$ cat src/rtl/acc_alu_pkg.sv
// acc_alu_pkg: opcode encodings, class fields and FSM state type for acc_alu
package acc_alu_pkg;
  localparam logic [1:0] CLS_CTRL  = 2'b00;
  localparam logic [1:0] CLS_ARITH = 2'b01;
  localparam logic [1:0] CLS_LOGIC = 2'b10;
  localparam logic [1:0] CLS_SHIFT = 2'b11;
  localparam logic [3:0] OP_NOOP  = {CLS_CTRL, 2'b00};
  localparam logic [3:0] OP_RESET = {CLS_CTRL, 2'b01};
  localparam logic [3:0] OP_LOAD  = {CLS_ARITH, 2'b00};
  localparam logic [3:0] OP_ADD   = {CLS_ARITH, 2'b01};
  localparam logic [3:0] OP_SUB   = {CLS_ARITH, 2'b10};
  localparam logic [3:0] OP_MUL   = {CLS_ARITH, 2'b11};
  localparam logic [3:0] OP_AND   = {CLS_LOGIC, 2'b01};
  localparam logic [3:0] OP_OR    = {CLS_LOGIC, 2'b10};
  localparam logic [3:0] OP_XOR   = {CLS_LOGIC, 2'b11};
  localparam logic [3:0] OP_SHL   = {CLS_SHIFT, 2'b00};
  localparam logic [3:0] OP_SHR   = {CLS_SHIFT, 2'b01};
  typedef enum logic {ST_IDLE, ST_MUL} state_t;
endpackage

$ cat src/rtl/acc_alu_serial_mul.sv
// acc_alu_serial_mul: W-cycle unsigned shift-add multiplier; o_last/o_prod mark the final step
module acc_alu_serial_mul #(
  parameter int W = 8
) (
  input  logic           clk,
  input  logic           rst,
  input  logic           i_start,
  input  logic [W-1:0]   i_a,
  input  logic [W-1:0]   i_b,
  output logic           o_last,
  output logic [2*W-1:0] o_prod
);
  localparam int CW = $clog2(W + 1);
  logic [W-1:0]   r_a;
  logic [2*W-1:0] r_p;
  logic [CW-1:0]  r_cnt;
  logic [W:0]     w_sum;
  // upper half accumulates partial sums while the multiplier shifts out of the lower half
  assign w_sum  = {1'b0, r_p[2*W-1:W]} + (r_p[0] ? {1'b0, r_a} : '0);
  assign o_prod = {w_sum, r_p[W-1:1]};
  assign o_last = r_cnt == CW'(1);
  always_ff @(posedge clk or negedge rst) begin
    if (!rst) begin
      r_a   <= '0;
      r_p   <= '0;
      r_cnt <= '0;
    end else if (i_start) begin
      r_a   <= i_a;
      r_p   <= {{W{1'b0}}, i_b};
      r_cnt <= CW'(W);
    end else if (r_cnt != '0) begin
      r_p   <= o_prod;
      r_cnt <= r_cnt - CW'(1);
    end
  end
endmodule

$ cat src/rtl/acc_alu.sv
// acc_alu: W-bit accumulator ALU with valid/ready input, status flags and pulses.
// Define ACC_ALU_MUL_EN to build the serial multiplier behind opcode 0111.
module acc_alu
  import acc_alu_pkg::*;
#(
  parameter int W = 8
) (
  input  logic         clk,
  input  logic         rst,
  input  logic         in_valid,
  output logic         in_ready,
  input  logic [3:0]   opcode,
  input  logic [W-1:0] operand,
  output logic [W-1:0] acc,
  output logic         carry,
  output logic         zero,
  output logic         ovf,
  output logic         ill,
  output logic         done
);
  logic           w_accept, w_ill, w_mul_start, w_mul_done;
  logic           w_carry_n, w_ovf_n;
  logic [W-1:0]   w_acc_n;
  logic [W:0]     w_sum, w_diff;
  logic [2*W-1:0] w_prod;
  assign w_accept = in_valid & in_ready;
  assign zero     = acc == '0;
`ifdef ACC_ALU_MUL_EN
  state_t r_state, w_state_n;
  assign w_mul_start = w_accept && opcode == OP_MUL;
  assign in_ready    = r_state == ST_IDLE;
  always_ff @(posedge clk or negedge rst) begin
    if (!rst) r_state <= ST_IDLE;
    else r_state <= w_state_n;
  end
  always_comb begin
    w_state_n = r_state;
    if (r_state == ST_IDLE) w_state_n = w_mul_start ? ST_MUL : ST_IDLE;
    else w_state_n = w_mul_done ? ST_IDLE : ST_MUL;
  end
  acc_alu_serial_mul #(.W(W)) u_mul (
    .clk     (clk),
    .rst     (rst),
    .i_start (w_mul_start),
    .i_a     (acc),
    .i_b     (operand),
    .o_last  (w_mul_done),
    .o_prod  (w_prod)
  );
`else
  assign w_mul_start = 1'b0;
  assign w_mul_done  = 1'b0;
  assign w_prod      = '0;
  assign in_ready    = 1'b1;
`endif
  always_comb begin
    w_sum     = {1'b0, acc} + {1'b0, operand};
    w_diff    = {1'b0, acc} - {1'b0, operand};
    w_acc_n   = acc;
    w_carry_n = carry;
    w_ovf_n   = ovf;
    w_ill     = 1'b0;
    case (opcode)
      OP_NOOP: ;
      OP_RESET: begin
        w_acc_n   = '0;
        w_carry_n = 1'b0;
        w_ovf_n   = 1'b0;
      end
      OP_LOAD: begin
        w_acc_n   = operand;
        w_carry_n = 1'b0;
        w_ovf_n   = 1'b0;
      end
      OP_ADD: begin
        w_acc_n   = w_sum[W-1:0];
        w_carry_n = w_sum[W];
        w_ovf_n   = (acc[W-1] == operand[W-1]) && (w_sum[W-1] != acc[W-1]);
      end
      OP_SUB: begin
        w_acc_n   = w_diff[W-1:0];
        w_carry_n = w_diff[W];
        w_ovf_n   = (acc[W-1] != operand[W-1]) && (w_diff[W-1] != acc[W-1]);
      end
`ifdef ACC_ALU_MUL_EN
      OP_MUL: ;
`endif
      OP_AND: begin
        w_acc_n   = acc & operand;
        w_carry_n = 1'b0;
        w_ovf_n   = 1'b0;
      end
      OP_OR: begin
        w_acc_n   = acc | operand;
        w_carry_n = 1'b0;
        w_ovf_n   = 1'b0;
      end
      OP_XOR: begin
        w_acc_n   = acc ^ operand;
        w_carry_n = 1'b0;
        w_ovf_n   = 1'b0;
      end
      OP_SHL: begin
        {w_carry_n, w_acc_n} = {acc, 1'b0};
        w_ovf_n              = 1'b0;
      end
      OP_SHR: begin
        {w_acc_n, w_carry_n} = {1'b0, acc};
        w_ovf_n              = 1'b0;
      end
      default: w_ill = 1'b1;
    endcase
    if (w_mul_done) begin
      w_acc_n   = w_prod[W-1:0];
      w_carry_n = |w_prod[2*W-1:W];
      w_ovf_n   = 1'b0;
    end
  end
  always_ff @(posedge clk or negedge rst) begin
    if (!rst) begin
      acc   <= '0;
      carry <= 1'b0;
      ovf   <= 1'b0;
      ill   <= 1'b0;
      done  <= 1'b0;
    end else begin
      ill  <= w_accept & w_ill;
      done <= (w_accept & ~w_mul_start) | w_mul_done;
      if (w_accept | w_mul_done) begin
        acc   <= w_acc_n;
        carry <= w_carry_n;
        ovf   <= w_ovf_n;
      end
    end
  end
endmodule
$ cat config.mk
export PLATFORM = sky130hd
export DESIGN_NAME = acc_alu
export DESIGN_NICKNAME = d
export VERILOG_FILES = /design/src/rtl/acc_alu_pkg.sv /design/src/rtl/acc_alu_serial_mul.sv /design/src/rtl/acc_alu.sv
export SDC_FILE = /design/constraint.sdc
export NUM_CORES = 1
export LEC_CHECK = 0
export BUFFER_PORTS_ARGS = -buffer_cell sky130_fd_sc_hd__buf_2
export CAP_MARGIN = 40
export CORE_UTILIZATION = 55
export DETAILED_ROUTE_END_ITERATION = 16
export PLACE_DENSITY = 0.73
export SETUP_SLACK_MARGIN = 0.4
export SYNTH_ARGS = -nofsm -noshare
export SYNTH_HDL_FRONTEND = slang
export SYNTH_HIERARCHICAL = 1
export SYNTH_SLANG_ARGS = --single-unit
$ cat constraint.sdc
create_clock -name clk -period 5 [get_ports clk]
set_clock_uncertainty 0.15 [all_clocks]
set_input_delay 0.5 -clock clk [delete_from_list [all_inputs] [get_ports clk]]
set_output_delay 0.5 -clock clk [all_outputs]
set_load 0.02 [all_outputs]
==> results of run 1 <==
## flip-flops by register name, indices dropped and copies added (netlist names)
signal  count
ill         1
carry       1
done        1
ovf         1
acc         8
## logic make-up (layout without fill, tap and decap cells)
group,after synthesis,in the layout
other,1,1
adder cells (fa/ha/maj),26,26
XOR/XNOR,3,3
AO/OA/AOI/OAI,95,95
buffers and inverters,38,54
flip-flops,12,12
multiplexers,5,5
AND/OR/NAND/NOR,82,82
## per-stage QoR
stage               hold WS [ps]  setup WS [ps]  area [sq um]
floorplan                   54.4           2460          1980
global placement             230           2210          2090
detailed placement           232           2190          2090
CTS                          243           2220          2130
global route                 246           1950          2130
finish                       251           2170          2130
## cells in the mapped netlist (2+ instances only)
cell | count | share of area (%)
inv_1 | 22 | 4.2
and2_1 | 2 | 0.63
xnor2_1 | 3 | 1.3
and3_1 | 2 | 0.63
fa_1 | 2 | 2.0
clkbuf_1 | 2 | 0.38
a22o_1 | 2 | 0.88
nand2b_1 | 9 | 2.8
nand3_1 | 3 | 0.76
o21a_1 | 2 | 0.76
ha_1 | 24 | 15
o21ai_0 | 23 | 5.8
a21o_1 | 2 | 0.76
o221ai_1 | 2 | 0.88
o22ai_1 | 7 | 2.2
dfrtp_1 | 12 | 15
buf_2 | 9 | 2.3
nand4_1 | 3 | 0.95
a221oi_1 | 3 | 1.3
a311oi_1 | 2 | 0.88
a22oi_1 | 9 | 3.4
a2bb2oi_1 | 5 | 2.2
nor3_1 | 6 | 1.5
o211ai_1 | 2 | 0.76
a211oi_1 | 3 | 1.1
mux2_2 | 2 | 1.1
mux2i_1 | 3 | 1.5
nor2b_1 | 9 | 2.8
a211o_1 | 3 | 1.3
buf_4 | 4 | 1.5
o31ai_1 | 2 | 0.76
a21oi_1 | 15 | 3.8
nor2_1 | 16 | 3.0
nand2_1 | 24 | 4.5
## worst register-to-register path, delay by kind of cell (launching register included)
kind                     cells  cell delay (ps)
buffers and inverters        2              200
adder cells (fa/ha/maj)      1              410
multiplexers                 1              400
AO/OA/AOI/OAI                4             1000
flip-flops                   1              520
## power groups by stage
stage               combinational, W  clock (W)  sequential, W
floorplan                   0.000339          0       0.000192
CTS                         0.000493  0.0000769       0.000173
finish                      0.000502  0.0000743       0.000176
detailed placement          0.000491          0       0.000175
global placement            0.000488          0       0.000175
global route                0.000560  0.0000825       0.000182
## area by class of cell
class                           instances  area [sq um]  share of cell area, %
Clock buffer                            4          36.3                   1.70
Inverter                               22          82.6                   3.87
Sequential cell                        12           300                   14.1
Tap cell                               46          57.6                   2.70
Multi-Input combinational cell        212          1510                   70.9
Timing Repair Buffer                   28           145                   6.80
## final timing paths
| path | to | slack, ps | cells after the start | startpoint |
|---|---|---|---|---|
| max | acc[6] | 2170 | 8 | acc[2] |
| min | done | 250 | 1 | in_valid |
| max reg2reg | acc[6] | 2170 | 8 | acc[2] |
| min reg2reg | ovf | 320 | 2 | ovf |
| max in group asynchronous | ovf | 4030 | 2 | rst |
| min in group asynchronous | acc[0] | 470 | 2 | rst |
## metal layers
layer,up-vias,GRT usage [%]
met5,-,0
met3,10,1.86
li1,985,-
met1,923,48.7
met4,0,14.6
met2,109,48.6
==> reports/results.ini, run 1 <==
[status]
status=completed

[cells_and_area]
mostFrequentLayoutCells=buf_2, nand2_1, ha_1
nets=320
final_core_util_pct=62.9
diodes=0
instances_no_fill=324
final_common_cell=buf_2
fillers=326
drive_gt1_share_pct=14.0
syn_to_final_growth_pct=7.64

[logic_synthesis]
synth_xor_area_share_pct=1.33
synth-simple-area-share_pct=21.4
yosys.area_share.adder_pct=17.2
ys_seq_area_share_pct=15.2
synth-compound-area-share_pct=33.5
synth_top_family_by_area=compound AO/OA/AOI/OAI gates
ys_ff_latch=12
synth_cell_types=57
synthFlopType=dfrtp_1
synth_edf_count=0
async_flop_share_pct=100
syn_area_sq_mm=0.00198
synth.mux.area_fraction_pct=2.65
yosys_warnings=6
synth_cells=262
avgSynthCellArea_sq_um=7.56
syn-num-nets=303

[setup_path]
arrival_ps=2800
cpMostUsedCell=inv_1
crit_chain=inv_1 -> ha_1 -> inv_1 -> a21oi_1 -> o41ai_1 -> mux2_2 -> a221oi_1 -> o21ai_0
endpoint_kind=flip-flop
path_buf_inv=2
slowest_stage=dfrtp_1
cp_top_family=compound AO/OA/AOI/OAI gates
critical_path_peak_fanout=10
critPathLaunchType=flip-flop
path_class=reg2reg
worst_ep_required_time_ps=4980
cpPeakStageDelay_ps=520

[pwr]
seq_power_share_pct=23.4
leakage_nw=0.990
p_switching_w=0.000386
pwr-share-comb_pct=66.8
p_sw_share_pct=51.3
power.density_mw_per_mm2=353
p_clk_share_pct=9.9
ir_worst_vdd_v=0.000159
p_int_w=0.000366
finalPower_w=0.000752

[place]
gp_congestion=0.938
hpwlAfterDp_mm=4.52
dpl.cell_count=319
io_buffers=27

[routing]
dr_wl_met2_mm=2.58
firstDrtPassIters=5
drc=0
postRouteAntennaNets=0
top_layer_used=met4
wl_met1_mm=2.73
wl_per_cell_um=18.1
met3_length_um=440
drt_iter0_markers=171
via_count=2027
viasPerCell=6.26
totalWireLength_mm=5.86

[clocking]
cts_root_buf=clkbuf_4
htree_levels=1
cts_hold_repair.buffers=1
cts_buffers=3
cts_tree=yes
cts_sinks=12
clock_path_buffers=2
ctsResizeCount=0
post_cts_buffers=0
clk_pin_slew_ps=70
clk-insertion-delay-late_ps=270

[grt]
grtUsageTotal_pct=32.9
grt_pass1_vias=1767
antenna_found_initial=0
grt_max_degree=30
gr-total-overflow=0
grt_pass1_wl_mm=9.05

[floorplan]
die_y_um=62.0
die_w_um=62.0
num_rows=21
start_util_pct=58.5
ios=29
coreArea_sq_mm=0.00339
die-area_sq_mm=0.00385

[timing]
max_clock_freq_mhz=354
max-slew-margin-rel_pct=57.5
period_share_pct=56.6
rsz0062_at_grt=false
finalCriticalPeriod_ps=2830
tns_ps=0
tightest_slew_ps=631
hold_violations=0
finalSetupViolations=0
slew_viol_final=0

[run]
maxCapViolCount=0

[worst_hold_path]
hold_path.class=in2reg

No activity file was read; power rests on OpenSTA's default activity.
==> run 2, diff against run 1 <==
==> constraint.sdc (replaced) <==
create_clock -name clk -period 2.85 [get_ports clk]
set_clock_uncertainty 0.15 [all_clocks]
set_input_delay 0.285 -clock clk [delete_from_list [all_inputs] [get_ports clk]]
set_output_delay 0.285 -clock clk [all_outputs]
set_load 0.02 [all_outputs]
==> run 2 against run 1 <==
Effect of this change:
- critical path depth stayed put
- critical path type unchanged
- global-route usage is 1.4 points higher
- power is 97% higher
- die area stayed put
- clock power is 49% higher
- sequential power is 55% higher
- hold slack worse by 220 ps
- routed wire length is 5.7% higher
- sequential cell count stayed put
- largest power group unchanged
- register-to-register slack worse by 1700 ps
==> reports/results.ini, run 2 (synthesis results as in run 1) <==
[routing]
viasPerCell=6.33
wl_per_cell_um=18.1
drt_iter0_markers=188
via_count=2158
drc=0
firstDrtPassIters=5
totalWireLength_mm=6.19
postRouteAntennaNets=0

[cells_and_area]
nets=337
mostFrequentLayoutCells=buf_2, nand2_1, o21ai_0
largest_reg_flops=8
final_common_cell=buf_2
diodes=0
syn_to_final_growth_pct=19.0
regMostFlops=acc
drive_gt1_share_pct=25.1

[setup_path]
arrival_ps=2400
critical_path_peak_fanout=4
rr_endpoint=acc[4]
path_class=reg2reg
worst_ep_required_time_ps=2870
endpoint_kind=flip-flop
timing.rr.start=acc[0]
startpoint=acc[0]
worst-r2r-setup-slack_ps=470
reg2reg_depth=8
critPathLaunchType=flip-flop

[floorplan]
num_rows=21
start_util_pct=58.5
ios=29
die_w_um=62.0
die_y_um=62.0
die-area_sq_mm=0.00385
coreArea_sq_mm=0.00339

[clocking]
clk_pin_slew_ps=70
cts_buffers=3
cts_root_buf=clkbuf_4
clock_path_buffers=2
cts_tree=yes
cts_sinks=12
htree_levels=1
clk-insertion-delay-late_ps=270

[worst_hold_path]
min_path_cells=1
hp-start=in_valid
min_to=done
hold_path.class=in2reg

[grt]
grt_max_degree=30
grtUsageTotal_pct=34.3
use_met2_pct=51.1
grt-busiest-layer=met1
grt_pass1_vias=1870
antenna_found_initial=0
grtUsageMet1_pct=51.6
gr-total-overflow=0
grt_util_met3_pct=3.52
grt_pass1_wl_mm=9.56

[timing]
holdWs_ps=35.8
slew_viol_final=0
rsz0062_at_grt=true
max-slew-margin-rel_pct=63.4
max_clock_freq_mhz=420
period_share_pct=83.6
tightest_slew_ps=547
finalSetupViolations=0
hold_violations=0
finalCriticalPeriod_ps=2380
tns_ps=0

[pwr]
seq_power_share_pct=18.4
pwr-share-comb_pct=74.1
power.density_mw_per_mm2=627
ir_worst_vdd_v=0.000470
p_sw_share_pct=50.7
p_switching_w=0.000751
p_clk_share_pct=7.5
leakage_nw=1.09
p_int_w=0.000729

[run]
maxCapViolCount=0

[place]
io_buffers=27
gp_congestion=0.966
hpwlAfterDp_mm=4.69

[status]
status=completed

[run 2: worst max path at each step]
stage                        end  slack, ps  depth (start not counted)
after global routing      acc[5]        370                          8
after floorplan           acc[4]        350                          8
final                     acc[4]        470                          8
after detailed placement  acc[6]        210                          9
after CTS                 acc[6]        380                          9
after global placement    acc[6]        230                          9
[run 2: through the flow]
step | total power, W | util (%) | worst slack, ps | std cells | cell area (sq um)
CTS | 0.00137 | 66.1 | 384 | 336 | 2240
global route | 0.00158 | 69.6 | 371 | 341 | 2360
finish | 0.00148 | 69.6 | 468 | 341 | 2360
detailed placement | 0.00123 | 63.9 | 208 | 329 | 2170
floorplan | 0.000934 | - | 353 | 262 | 1990
global placement | 0.00123 | 63.9 | 226 | 329 | 2170
[run 2: power by group through the flow]
stage          Combinational, W  Clock, W  Sequential, W
5_1_grt                 0.00118  0.000120       0.000279
2_1_floorplan          0.000595         0       0.000339
4_1_cts                0.000988  0.000113       0.000270
3_5_place_dp           0.000954         0       0.000278
3_3_place_gp           0.000958         0       0.000275
6_report                0.00110  0.000111       0.000272
[run 2: what timing repair did]
| action | CTS | global route |
|---|---|---|
| hold endpoints to repair | 12 | 0 |
| hold buffers | 1 | 0 |
| pin swaps | 1 | 11 |
| resized for setup | 7 | 15 |
| setup buffers | 2 | 5 |
| setup endpoints to repair | 4 | 5 |
[run 2: final cells by class]
cell class	count	area, sq um
multi-input combinational	212	1610
fill	284	1030
sequential	12	305
timing repair buffer	45	273
inverter	22	82.6
tap	46	57.6
clock buffer	4	26.3
[run 2: per-layer routing]
layer  part of all wire [%]  vias up
met2                     44      130
li1                       -     1020
met5                      0        -
met1                     44      994
met4                    1.9        0
met3                     10       14
[run 2: worst max-delay path: stages, from the launching register on]
cell	delay [ps]
dfrtp_2	450
ha_4	190
fa_2	420
a21o_1	180
a21oi_2	130
nor2_1	50
a211o_1	270
a211o_1	260
a22o_1	170
